--- src/rtl/mips_decode_execute.sv ---
// Decode/execute slice of a 5-stage MIPS pipeline.
// Stage 1 decodes the instruction into ID/EX; stage 2 runs the ALU into EX/MEM.
module mips_decode_execute (
  input  logic        clk,
  input  logic        rst_n,
  input  logic        instr_valid,
  input  logic [31:0] instr,
  input  logic [31:0] pc,
  input  logic [31:0] rs_data,
  input  logic [31:0] rt_data,
  output logic [31:0] ex_alu_result,
  output logic        ex_zero,
  output logic [31:0] ex_store_data,
  output logic [4:0]  ex_dest_reg,
  output logic        ex_reg_write,
  output logic        ex_mem_read,
  output logic        ex_mem_write,
  output logic        ex_mem_to_reg,
  output logic        ex_branch_taken,
  output logic [31:0] ex_branch_target
);

  localparam logic [5:0] OpRType = 6'b000000;
  localparam logic [5:0] OpLw    = 6'b100011;
  localparam logic [5:0] OpSw    = 6'b101011;
  localparam logic [5:0] OpBeq   = 6'b000100;
  localparam logic [5:0] OpAddi  = 6'b001000;

  localparam logic [3:0] AluAnd = 4'b0000;
  localparam logic [3:0] AluOr  = 4'b0001;
  localparam logic [3:0] AluAdd = 4'b0010;
  localparam logic [3:0] AluSub = 4'b0110;
  localparam logic [3:0] AluSlt = 4'b0111;
  localparam logic [3:0] AluNor = 4'b1100;
  localparam logic [3:0] AluBad = 4'b1111;

  // Stage 1: main control decode
  logic       w_reg_dst, w_alu_src, w_mem_to_reg, w_reg_write;
  logic       w_mem_read, w_mem_write, w_branch;
  logic [1:0] w_alu_op;
  logic       w_unused_rs_idx;

  assign w_unused_rs_idx = ^instr[25:21];

  always_comb begin
    w_reg_dst    = 1'b0;
    w_alu_src    = 1'b0;
    w_mem_to_reg = 1'b0;
    w_reg_write  = 1'b0;
    w_mem_read   = 1'b0;
    w_mem_write  = 1'b0;
    w_branch     = 1'b0;
    w_alu_op     = 2'b00;
    if (instr_valid) begin
      case (instr[31:26])
        OpRType: begin
          w_reg_dst   = 1'b1;
          w_reg_write = 1'b1;
          w_alu_op    = 2'b10;
        end
        OpLw: begin
          w_alu_src    = 1'b1;
          w_mem_to_reg = 1'b1;
          w_reg_write  = 1'b1;
          w_mem_read   = 1'b1;
        end
        OpSw: begin
          w_alu_src   = 1'b1;
          w_mem_write = 1'b1;
        end
        OpBeq: begin
          w_branch = 1'b1;
          w_alu_op = 2'b01;
        end
        OpAddi: begin
          w_alu_src   = 1'b1;
          w_reg_write = 1'b1;
        end
        default: ;
      endcase
    end
  end

  // ID/EX register
  logic        r_reg_dst, r_alu_src, r_mem_to_reg, r_reg_write;
  logic        r_mem_read, r_mem_write, r_branch;
  logic [1:0]  r_alu_op;
  logic [5:0]  r_funct;
  logic [4:0]  r_rt, r_rd;
  logic [31:0] r_imm_sext, r_pc, r_rs_data, r_rt_data;

  always_ff @(posedge clk or negedge rst_n) begin
    if (!rst_n) begin
      r_reg_dst    <= 1'b0;
      r_alu_src    <= 1'b0;
      r_mem_to_reg <= 1'b0;
      r_reg_write  <= 1'b0;
      r_mem_read   <= 1'b0;
      r_mem_write  <= 1'b0;
      r_branch     <= 1'b0;
      r_alu_op     <= 2'b00;
      r_funct      <= 6'd0;
      r_rt         <= 5'd0;
      r_rd         <= 5'd0;
      r_imm_sext   <= 32'd0;
      r_pc         <= 32'd0;
      r_rs_data    <= 32'd0;
      r_rt_data    <= 32'd0;
    end else begin
      r_reg_dst    <= w_reg_dst;
      r_alu_src    <= w_alu_src;
      r_mem_to_reg <= w_mem_to_reg;
      r_reg_write  <= w_reg_write;
      r_mem_read   <= w_mem_read;
      r_mem_write  <= w_mem_write;
      r_branch     <= w_branch;
      r_alu_op     <= w_alu_op;
      r_funct      <= instr[5:0];
      r_rt         <= instr[20:16];
      r_rd         <= instr[15:11];
      r_imm_sext   <= {{16{instr[15]}}, instr[15:0]};
      r_pc         <= pc;
      r_rs_data    <= rs_data;
      r_rt_data    <= rt_data;
    end
  end

  // Stage 2: ALU control and ALU
  logic [3:0]  w_alu_ctl;
  logic [31:0] w_alu_b, w_alu_result, w_branch_target;
  logic [4:0]  w_dest_reg;

  always_comb begin
    w_alu_ctl = AluAdd;
    case (r_alu_op)
      2'b01: w_alu_ctl = AluSub;
      2'b10: begin
        case (r_funct)
          6'b100000: w_alu_ctl = AluAdd;
          6'b100010: w_alu_ctl = AluSub;
          6'b100100: w_alu_ctl = AluAnd;
          6'b100101: w_alu_ctl = AluOr;
          6'b101010: w_alu_ctl = AluSlt;
          6'b100111: w_alu_ctl = AluNor;
          default:   w_alu_ctl = AluBad;
        endcase
      end
      default: w_alu_ctl = AluAdd;
    endcase
  end

  assign w_alu_b = r_alu_src ? r_imm_sext : r_rt_data;

  always_comb begin
    w_alu_result = 32'd0;
    case (w_alu_ctl)
      AluAdd: w_alu_result = r_rs_data + w_alu_b;
      AluSub: w_alu_result = r_rs_data - w_alu_b;
      AluAnd: w_alu_result = r_rs_data & w_alu_b;
      AluOr:  w_alu_result = r_rs_data | w_alu_b;
      AluSlt: w_alu_result = {31'd0, $signed(r_rs_data) < $signed(w_alu_b)};
      AluNor: w_alu_result = ~(r_rs_data | w_alu_b);
      default: w_alu_result = 32'd0;
    endcase
  end

  assign w_dest_reg      = r_reg_dst ? r_rd : r_rt;
  assign w_branch_target = r_pc + 32'd4 + {r_imm_sext[29:0], 2'b00};

  // EX/MEM register
  logic [31:0] r_ex_alu_result, r_ex_store_data, r_ex_branch_target;
  logic        r_ex_zero, r_ex_reg_write, r_ex_mem_read, r_ex_mem_write;
  logic        r_ex_mem_to_reg, r_ex_branch_taken;
  logic [4:0]  r_ex_dest_reg;

  always_ff @(posedge clk or negedge rst_n) begin
    if (!rst_n) begin
      r_ex_alu_result    <= 32'd0;
      r_ex_zero          <= 1'b0;
      r_ex_store_data    <= 32'd0;
      r_ex_dest_reg      <= 5'd0;
      r_ex_reg_write     <= 1'b0;
      r_ex_mem_read      <= 1'b0;
      r_ex_mem_write     <= 1'b0;
      r_ex_mem_to_reg    <= 1'b0;
      r_ex_branch_taken  <= 1'b0;
      r_ex_branch_target <= 32'd0;
    end else begin
      r_ex_alu_result    <= w_alu_result;
      r_ex_zero          <= (w_alu_result == 32'd0);
      r_ex_store_data    <= r_rt_data;
      r_ex_dest_reg      <= w_dest_reg;
      r_ex_reg_write     <= r_reg_write;
      r_ex_mem_read      <= r_mem_read;
      r_ex_mem_write     <= r_mem_write;
      r_ex_mem_to_reg    <= r_mem_to_reg;
      r_ex_branch_taken  <= r_branch && (w_alu_result == 32'd0);
      r_ex_branch_target <= w_branch_target;
    end
  end

  assign ex_alu_result    = r_ex_alu_result;
  assign ex_zero          = r_ex_zero;
  assign ex_store_data    = r_ex_store_data;
  assign ex_dest_reg      = r_ex_dest_reg;
  assign ex_reg_write     = r_ex_reg_write;
  assign ex_mem_read      = r_ex_mem_read;
  assign ex_mem_write     = r_ex_mem_write;
  assign ex_mem_to_reg    = r_ex_mem_to_reg;
  assign ex_branch_taken  = r_ex_branch_taken;
  assign ex_branch_target = r_ex_branch_target;

endmodule

--- config.mk ---
export PLATFORM = sky130hd
export DESIGN_NAME = mips_decode_execute
export DESIGN_NICKNAME = d
export VERILOG_FILES = /design/src/rtl/mips_decode_execute.sv
export SDC_FILE = /design/constraint.sdc
export NUM_CORES = 1
export LEC_CHECK = 0
export CAP_MARGIN = 15
export CORE_ASPECT_RATIO = 2
export CORE_UTILIZATION = 58
export DETAILED_ROUTE_END_ITERATION = 6
export PLACE_DENSITY = 0.87
export SLEW_MARGIN = 20
export SYNTH_ARGS = -nofsm -noshare
export SYNTH_HDL_FRONTEND = slang
export SYNTH_SLANG_ARGS = --single-unit
--- constraint.sdc ---
create_clock -name clk -period 11.1 [get_ports clk]
set_clock_uncertainty 0.2 [all_clocks]
set_input_delay 2.22 -clock clk [delete_from_list [all_inputs] [get_ports clk]]
set_output_delay 2.22 -clock clk [all_outputs]
set_load 0.03 [all_outputs]
Word-level counts from Yosys, hierarchy flattened
Index checks and enable logic that the tools add are counted.
{"block": "op_classes", "n_div": 0, "n_reduce_logical": 6, "muxes": 19, "add_sub_neg": 4, "mul": 0, "order_cmp": 1, "shifts": 0, "bitwise": 3, "eq_ne": 17}
{"cell": "case mux 32 bit (6 select lines)", "n": 1}
{"cell": "adder 32 bit", "n": 2}
{"cell": "equality test 6 bit, second input constant", "n": 8}
{"cell": "adder 32 x 3 -> 32 bit, second input constant", "n": 1}
{"cell": "bitwise AND 32 bit", "n": 1}
{"cell": "zero test 32 bit", "n": 1}
{"cell": "< comparator 32 bit", "n": 1}
{"cell": "two-way mux 32 bit", "n": 1}
{"cell": "NOT 32 bit", "n": 1}
{"cell": "OR 32 bit", "n": 1}
{"cell": "subtractor 32 bit", "n": 1}
{"cell": "case mux 4 bit (6 select lines)", "n": 1}
{"cell": "two-way mux 1 bit", "n": 12}
{"cell": "equality test 4 x 3 -> 1 bit, second input constant", "n": 2}
{"cell": "case mux 4 bit (2 select lines)", "n": 1}
{"cell": "equality test 6 x 3 -> 1 bit, second input constant", "n": 1}
{"cell": "equality test 6 x 4 -> 1 bit, second input constant", "n": 1}
{"cell": "zero test 6 bit", "n": 1}
{"cell": "OR reduction 3 bit", "n": 2}
{"cell": "two-way mux 5 bit", "n": 1}
{"cell": "equality test 4 x 1 -> 1 bit, second input constant", "n": 1}
{"cell": "equality test 4 x 2 -> 1 bit, second input constant", "n": 1}
{"cell": "equality test 4 bit, second input constant", "n": 1}
{"cell": "zero test 4 bit", "n": 1}
{"cell": "other kinds (5)", "n": 5}
{"block": "totals", "latch_bits": 0, "wordCells": 73, "in_bits": 131, "memories": 0, "reg_bits": 242, "rom_bits": 0, "ram_bits": 0}

Depth between registers and ports, before layout
Gate-level depths: netlist of the first run.
{"block": "logic_depth", "depth_word": 7, "depth_mapped": 18, "depth_no_buf": 16}

Least setup slack after synthesis of the first run
No wires, ideal clock.
{"block": "synth_timing", "path_type": "reg-to-reg", "startpoint": "reg r_alu_src", "endpoint": "reg r_ex_branch_taken, in the netlist ex_branch_taken", "required_ns": 10.832, "arrival_time_ns": 4.455, "synth_period_minus_slack_ns": 4.723, "setup_slack_ns": 6.377, "stages_incl_launch_ff": 18, "path_buffers": 2, "path_cell_list": "dfrtp_1 -> clkbuf_1 -> clkbuf_1 -> mux2i_1 -> inv_1 -> ha_1 -> fa_1 -> a211oi_1 -> o21ai_0 -> a2111oi_0 -> nor2_1 -> a31oi_1 -> nor3_1 -> nor4_1 -> mux2_2 -> a22oi_1 -> nor3b_1 -> and4_1"}
{"block": "synth_between", "elab_chain_cells": 6}
{"element": "from (decl)", "line_no": "85", "source": "logic r_reg_dst, r_alu_src, r_mem_to_reg, r_reg_write;"}
{"element": "from (signal assigned)", "line_no": "111", "source": "r_alu_src <= w_alu_src;"}
{"element": "two-way mux 32 bit *", "line_no": "152", "source": "assign w_alu_b = r_alu_src ? r_imm_sext : r_rt_data;"}
{"element": "parallel branches: the longest is 2 deep, another holds subtractor 32 bit"}
{"element": "case mux 32 bit (6 select lines) *", "line_no": "156", "source": "case (w_alu_ctl)"}
{"element": "zero test 32 bit *", "line_no": "197", "source": "r_ex_branch_taken <= r_branch && (w_alu_result == 32'd0);"}
{"element": "logical AND 1 bit *", "line_no": "197"}
{"element": "to (signal assigned)", "line_no": "197"}
{"element": "to (decl)", "line_no": "173", "source": "logic r_ex_mem_to_reg, r_ex_branch_taken;"}
Every way passes the cells marked *.

Final worst setup path of the first run
{"block": "layout_timing", "startpoint": "reg r_alu_src", "endpoint": "reg r_ex_branch_taken, in the netlist ex_branch_taken"}
{"block": "layout_between", "elab_chain_cells": 6}
{"element": "two-way mux 32 bit *", "line_no": "152"}
{"element": "parallel branches: the longest is 2 deep, another holds subtractor 32 bit"}
{"element": "case mux 32 bit (6 select lines) *", "line_no": "156"}
{"element": "via w_alu_result[28]", "line_no": "130", "source": "logic [31:0] w_alu_b, w_alu_result, w_branch_target;"}
{"element": "zero test 32 bit *", "line_no": "197"}
{"element": "logical AND 1 bit *", "line_no": "197"}
Mark *: on every way through the listed nets, which the timed path passes.

==> flow_metrics.env, run 1 <==
export IMPL_cp_arrival_ps=6270
export IMPL_die_w_um=109
export IMPL_ys_warn_count=0
export IMPL_drt_total_wl_mm=41.3
export IMPL_syn_nets=1633
export IMPL_post_cts_buffers=0
export IMPL_grtUsageTotal_pct=35.7
export IMPL_syn_inst=1337
export IMPL_cts_buffers=22
export IMPL_synth_ff_type="dfrtp_1"
export IMPL_ant_nets=0
export IMPL_leakage_uw=0.00747
export IMPL_synthArstFlopShare_pct=100
export IMPL_clock_latency_ps=540
export IMPL_p_per_area_nw_per_um2=147
export IMPL_slowest_delay_ps=780
export IMPL_io_pins=238
export IMPL_dp_slack_ps=5210
export IMPL_first_pass_iters=6
export IMPL_worst_slack_ps=5050
export IMPL_crit_family="compound AO/OA/AOI/OAI gates"
export IMPL_dieArea_um2=23600
export IMPL_syn_to_final_growth_pct=24.2
export IMPL_worst_pin_slew_ps=1030
export IMPL_rsz0062_at_grt="no"
export IMPL_hold_class="flip-flop to flip-flop"
export IMPL_worstSetupEndpointType="flip-flop"
export IMPL_drc=0
export IMPL_synth_adder_area_share_pct=15.7
export IMPL_final_nets=1846
export IMPL_clock_sinks=230
export IMPL_seq_area_frac_synth_pct=43.2
export IMPL_status="finished, final reports clean"
export IMPL_drive_above_1_share_pct=4.86
export IMPL_drtIter0Drc=666
export IMPL_place_congestion=1.01
export IMPL_first_global_vias=12100
export IMPL_ys_types=74
export IMPL_gr_total_overflow=0
export IMPL_slew_violations=0
export IMPL_switching_share_pct=33.2
export IMPL_setup_viol=0
export IMPL_max_freq_mhz=165
export IMPL_path_cells="buf_4 -> mux2i_1 -> inv_1 -> ha_1 -> fa_1 -> a211oi_1 -> o21ai_0 -> a21oi_1 -> a211oi_1 -> a211oi_1 -> o21ai_0 -> o221a_2 -> o21ai_1 -> nor2_1 -> and4_1 -> and4_1"
export IMPL_initial_utilization_pct=58.8
export IMPL_synth_xor_area_share_pct=2.30
export IMPL_setup_tns_ps=0
export IMPL_rows=78
export IMPL_ys_ff_latch=230
export IMPL_grt_first_pass_wirelength_mm=63.1
export IMPL_relSlewSlack_pct=31.0
export IMPL_io_buffers=232
export IMPL_timing_final_crit_share_pct=54.5
export IMPL_path_buf_inv=2
export IMPL_syn_avg_cell_area_um2=9.95
export IMPL_core_area_um2=22600
export IMPL_cap_violations=0
export IMPL_vdd_ir_drop_max_mv=0.150
export IMPL_path_class="flip-flop to flip-flop"
export IMPL_worst_path_max_fanout=17
export IMPL_dieHeight_um=216
export IMPL_period_needed_ps=6050
export IMPL_hold_buffers=0
export IMPL_final_hold_viol_count=0
export IMPL_cts_tree="done"
export IMPL_htree_num_levels=1
export IMPL_grt_max_degree=99
export IMPL_synth_compound_area_share_pct=20.5
export IMPL_combPwrFrac_pct=30.4
export IMPL_post_cts_resized=0
export IMPL_vias=11500
export IMPL_path_common_cell="a211oi_1"
export IMPL_clkPwrFrac_pct=30.1
export IMPL_crit_required_ps=11320
export IMPL_cts_root_buf="clkbuf_16"
export IMPL_netlist_area_um2=13300
export IMPL_routed_via_density=6.25
export IMPL_crit_path_top_delay_cell="a211oi_1"
export IMPL_synthMuxAreaShare_pct=1.79
export IMPL_dp_hpwl_mm=30.9
export IMPL_path_clk_slew_ps=60
export IMPL_synth_edf_count=0
export IMPL_wl_per_cell_um=22.4
export IMPL_antenna_found_initial=1
export IMPL_p_switching_uw=807
export IMPL_synthSimpleGateAreaFrac_pct=11.2
export IMPL_synth_top_family_by_area="compound AO/OA/AOI/OAI gates"
export IMPL_clockBufferDepth=3
export IMPL_startpoint_type="flip-flop"
export IMPL_p_int_uw=1620
export IMPL_seqPwrFrac_pct=39.5
-- cells in the mapped netlist, types with 15 or more instances --
library cell / instances / share of area [%]
nor3_1: 22 / 0.83
nor2_1: 106 / 3.0
a21oi_1: 116 / 4.4
clkbuf_1: 39 / 1.1
nor2b_1: 15 / 0.71
inv_1: 121 / 3.4
nand3_1: 19 / 0.71
o21ai_0: 68 / 2.6
a21o_1: 19 / 1.1
mux2i_1: 17 / 1.3
xnor2_1: 26 / 1.7
ha_1: 162 / 15
dfrtp_1: 230 / 43
a221oi_1: 20 / 1.3
nand2_1: 62 / 1.7
nand4_1: 17 / 0.80
o21bai_1: 17 / 0.96
a211oi_1: 27 / 1.5
-- placed cells by master (no fill, tap or decap), drive strengths merged, types with 7 or more instances in the layout --
cell	instances
clkdlybuf4s50	231
dfrtp	230
ha	162
inv	121
a21oi	117
nor2	106
o21ai	69
nand2	62
clkbuf	32
a211oi	27
xnor2	26
nor3	23
a221oi	20
a21o	19
nand3	19
mux2i	17
nand4	17
o21bai	17
nor2b	15
o211ai	13
a31oi	13
buf	12
nor4	11
o221ai	11
a221o	11
o31ai	10
nand2b	9
xor2	9
or3	8
or2	8
a22oi	8
o221a	8
a2111oi	7
-- layer usage --
metal / global-route usage (%) / vias up / wire (µm)
met4: 30.5 / 0 / 3950
met2: 65.0 / 565 / 21900
met3: 7.43 / 208 / 2690
met1: 32.1 / 5531 / 12700
met5: 0 / - / 0
li1: - / 5231 / -
-- path summary, 6_finish.rpt --
| check | from | endpoint | slack (ps) | cells past startpoint |
|---|---|---|---|---|
| max in group asynchronous | rst_n | ex_branch_target[3] | 7840 | 2 |
| worst min-delay path | r_pc[0] | ex_branch_target[0] | 150 | 0 |
| worst max-delay path | r_alu_src | ex_branch_taken | 5050 | 16 |
| min in group asynchronous | rst_n | r_rt_data[19] | 1490 | 1 |
| worst max register to register | r_alu_src | ex_branch_taken | 5050 | 16 |
| worst min register to register | r_pc[0] | ex_branch_target[0] | 150 | 0 |
-- per-stage QoR --
step | instance area, µm² | cells | hold slack (ps) | utilization [%] | total power [µW]
6_report | 16500 | 1846 | 152 | 73.0 | 2430
2_1_floorplan | 13300 | 1337 | 131 | - | 1390
4_1_cts | 16500 | 1845 | 156 | 73.0 | 2430
3_5_place_dp | 15800 | 1806 | 139 | 69.9 | 1690
5_1_grt | 16500 | 1846 | 159 | 73.0 | 2520
3_3_place_gp | 15800 | 1806 | 136 | 69.9 | 1680
-- area by class of cell --
class	count	area [µm²]
clock buffers	32	649
fillers	1594	6120
flip-flops and latches	230	5760
multi-input cells	931	6850
clock inverters	7	48.8
repair buffers	243	2410
inverters	122	458
diodes	1	2.50
well taps	280	350
-- logic make-up (layout without fill, tap and decap cells) --
logic type | Yosys count | after routing
AO/OA/AOI/OAI | 402 | 402
adder cells (fa/ha/maj) | 165 | 165
AND/OR/NAND/NOR | 306 | 306
XOR/XNOR | 35 | 35
other | 0 | 1
multiplexers | 23 | 23
buffers and inverters | 176 | 404
flip-flops | 230 | 230
-- power groups by stage --
stage,sequential (µW),combinational [µW],clock (µW)
final,958,739,731
after global routing,964,789,770
after CTS,957,730,739
after detailed placement,970,722,0
after global placement,968,708,0
after floorplan,1090,309,0
Power figures use the tool's default switching activity.
==> run 2: changes to the inputs <==
- CORE_UTILIZATION: 58 -> 49
- PLACE_DENSITY: 0.87 -> 0.78
- clock period: 11.1 -> 5.5 ns (I/O delays scaled with it)
==> run 2 against run 1 <==
Compared with the run above:
- die area is 18% higher
- via count is 0.84% higher
- hold slack better by 1.1 ps
- sequential power grew 100%
- combinational power increased by 110%
- maximum frequency grew 15%
- largest power group unchanged
- critical endpoint unchanged
==> flow_metrics.env, run 2 (synthesis gave the netlist of run 1 again) <==
export IMPL_crit_required_ps=5770
export IMPL_wl_per_cell_um=21.4
export IMPL_grtUsageTotal_pct=31.0
export IMPL_worst_path_max_fanout=3
export IMPL_grt_max_degree=105
export IMPL_rsz0062_at_grt="no"
export IMPL_cp_depth=21
export IMPL_status="finished, final reports clean"
export IMPL_path_cells="mux2i_1 -> inv_1 -> buf_4 -> ha_1 -> inv_1 -> fa_1 -> nor2b_1 -> o211ai_1 -> a2111oi_0 -> buf_4 -> nor3_1 -> o211ai_1 -> buf_4 -> o211ai_1 -> nor4_1 -> buf_4 -> nand4_1 -> nor4_1 -> buf_4 -> and4_1 -> and4_1"
export IMPL_cts_root_buf="clkbuf_16"
export IMPL_initial_utilization_pct=49.7
export IMPL_cts_buffers=22
export IMPL_cts_tree="done"
export IMPL_dp_hpwl_mm=33.4
export IMPL_io_buffers=232
export IMPL_io_pins=238
export IMPL_first_global_vias=12500
export IMPL_startpoint_type="flip-flop"
export IMPL_drtIter0Drc=701
export IMPL_rows=85
export IMPL_crit_family="simple AND/OR/NAND/NOR gates"
export IMPL_worst_slack_ps=249
export IMPL_period_needed_ps=5250
export IMPL_p_per_area_nw_per_um2=291
export IMPL_drt_total_wl_mm=42.7
export IMPL_final_common_cell="clkdlybuf4s50_1"
export IMPL_clock_latency_ps=530
export IMPL_cp_arrival_ps=5520
export IMPL_syn_to_final_growth_pct=29.5
export IMPL_first_pass_iters=7
export IMPL_dieHeight_um=235
export IMPL_setup_tns_ps=0
export IMPL_place_congestion=0.983
export IMPL_path_common_cell="buf_4"
export IMPL_clock_sinks=230
export IMPL_cap_violations=0
export IMPL_clockBufferDepth=3
export IMPL_fillCellCount=2211
export IMPL_dp_slack_ps=366
export IMPL_hold_buffers=0
export IMPL_grt_first_pass_wirelength_mm=65.8
export IMPL_path_class="flip-flop to flip-flop"
export IMPL_ant_nets=0
export IMPL_r2r_start="r_alu_src"
export IMPL_timing_final_crit_share_pct=95.5
export IMPL_final_nets=1922
export IMPL_slew_violations=0
export IMPL_antenna_found_initial=3
export IMPL_routed_via_density=5.84
export IMPL_final_hold_viol_count=0
export IMPL_final_cell_mix="231 x clkdlybuf4s50_1, 230 x dfrtp_1, 162 x ha_1"
export IMPL_reg2regPathDepth=21
export IMPL_crit_path_top_delay_cell="a2111oi_0"
export IMPL_worst_pin_slew_ps=801
export IMPL_drc=0
export IMPL_worstSetupEndpointType="flip-flop"
export IMPL_core_area_um2=26800
export IMPL_gr_total_overflow=0
export IMPL_setup_viol=0
export IMPL_die_w_um=119
export IMPL_final_util_pct=64.3
export IMPL_path_clk_slew_ps=60
export IMPL_max_freq_mhz=190
export IMPL_vias=11600
export IMPL_startpoint="r_alu_src"
export IMPL_relSlewSlack_pct=46.6
export IMPL_hold_path_depth=0
export IMPL_min_delay_start="r_pc[1]"
export IMPL_drive_above_1_share_pct=9.51
export IMPL_path_buf_inv=7
export IMPL_dieArea_um2=27900
export IMPL_vdd_ir_drop_max_mv=0.370
export IMPL_leakage_uw=0.00784
export IMPL_htree_num_levels=1
export IMPL_slowest_delay_ps=710
export IMPL_hold_class="flip-flop to flip-flop"
[run 2: cell type report]
type                       count  area, µm²  area share [%]
multi-input combinational    931       6850            39.8
sequential                   230       5760            33.4
timing repair buffer         319       2990            17.4
clock buffer                  28        624            3.62
inverter                     122        458            2.66
tap                          348        435            2.53
clock inverter                11        108           0.624
antenna                        2       5.00          0.0290
[run 2: through the flow]
step / hold WS, ps / total power, µW / std cells / instance area [µm²]
floorplan: 131 / 2810 / 1337 / 13300
global placement: 133 / 3480 / 1950 / 16500
detailed placement: 139 / 3510 / 1950 / 16500
CTS: 154 / 5040 / 1989 / 17200
global route: 157 / 5230 / 1991 / 17200
finish: 153 / 5020 / 1991 / 17200
[run 2: worst paths after layout]
kind | to | slack [ps]
worst max-delay path | ex_branch_taken | 250
worst min-delay path | ex_branch_target[1] | 150
worst min register to register | ex_branch_target[1] | 150
min in group asynchronous | ex_store_data[20] | 370
worst max register to register | ex_branch_taken | 250
max in group asynchronous | r_imm_sext[15] | 3430
[run 2: where the power goes]
part           internal [µW]  switching, µW
Combinational            656            913
Clock                    857            669
Sequential              1850           73.1
[run 2: timing repair]
item	in CTS	in global routing
setup buffers	0	0
resized for setup	0	1
setup endpoints to repair	0	1
[run 2: metal layers]
metal  vias to the layer above  track usage (%)  wire length (µm)
li1                       5368                -                 -
met1                      5601             27.8             13300
met2                       458             58.8             23200
met3                       203             3.96              1840
met4                         2             28.1              4270
met5                         -                0                41
==> run 3: changes to the inputs <==
- TNS_END_PERCENT: unset -> 20
==> results of run 3 <==
No change in the layout: final DEF, timing and power equal those of run 2.
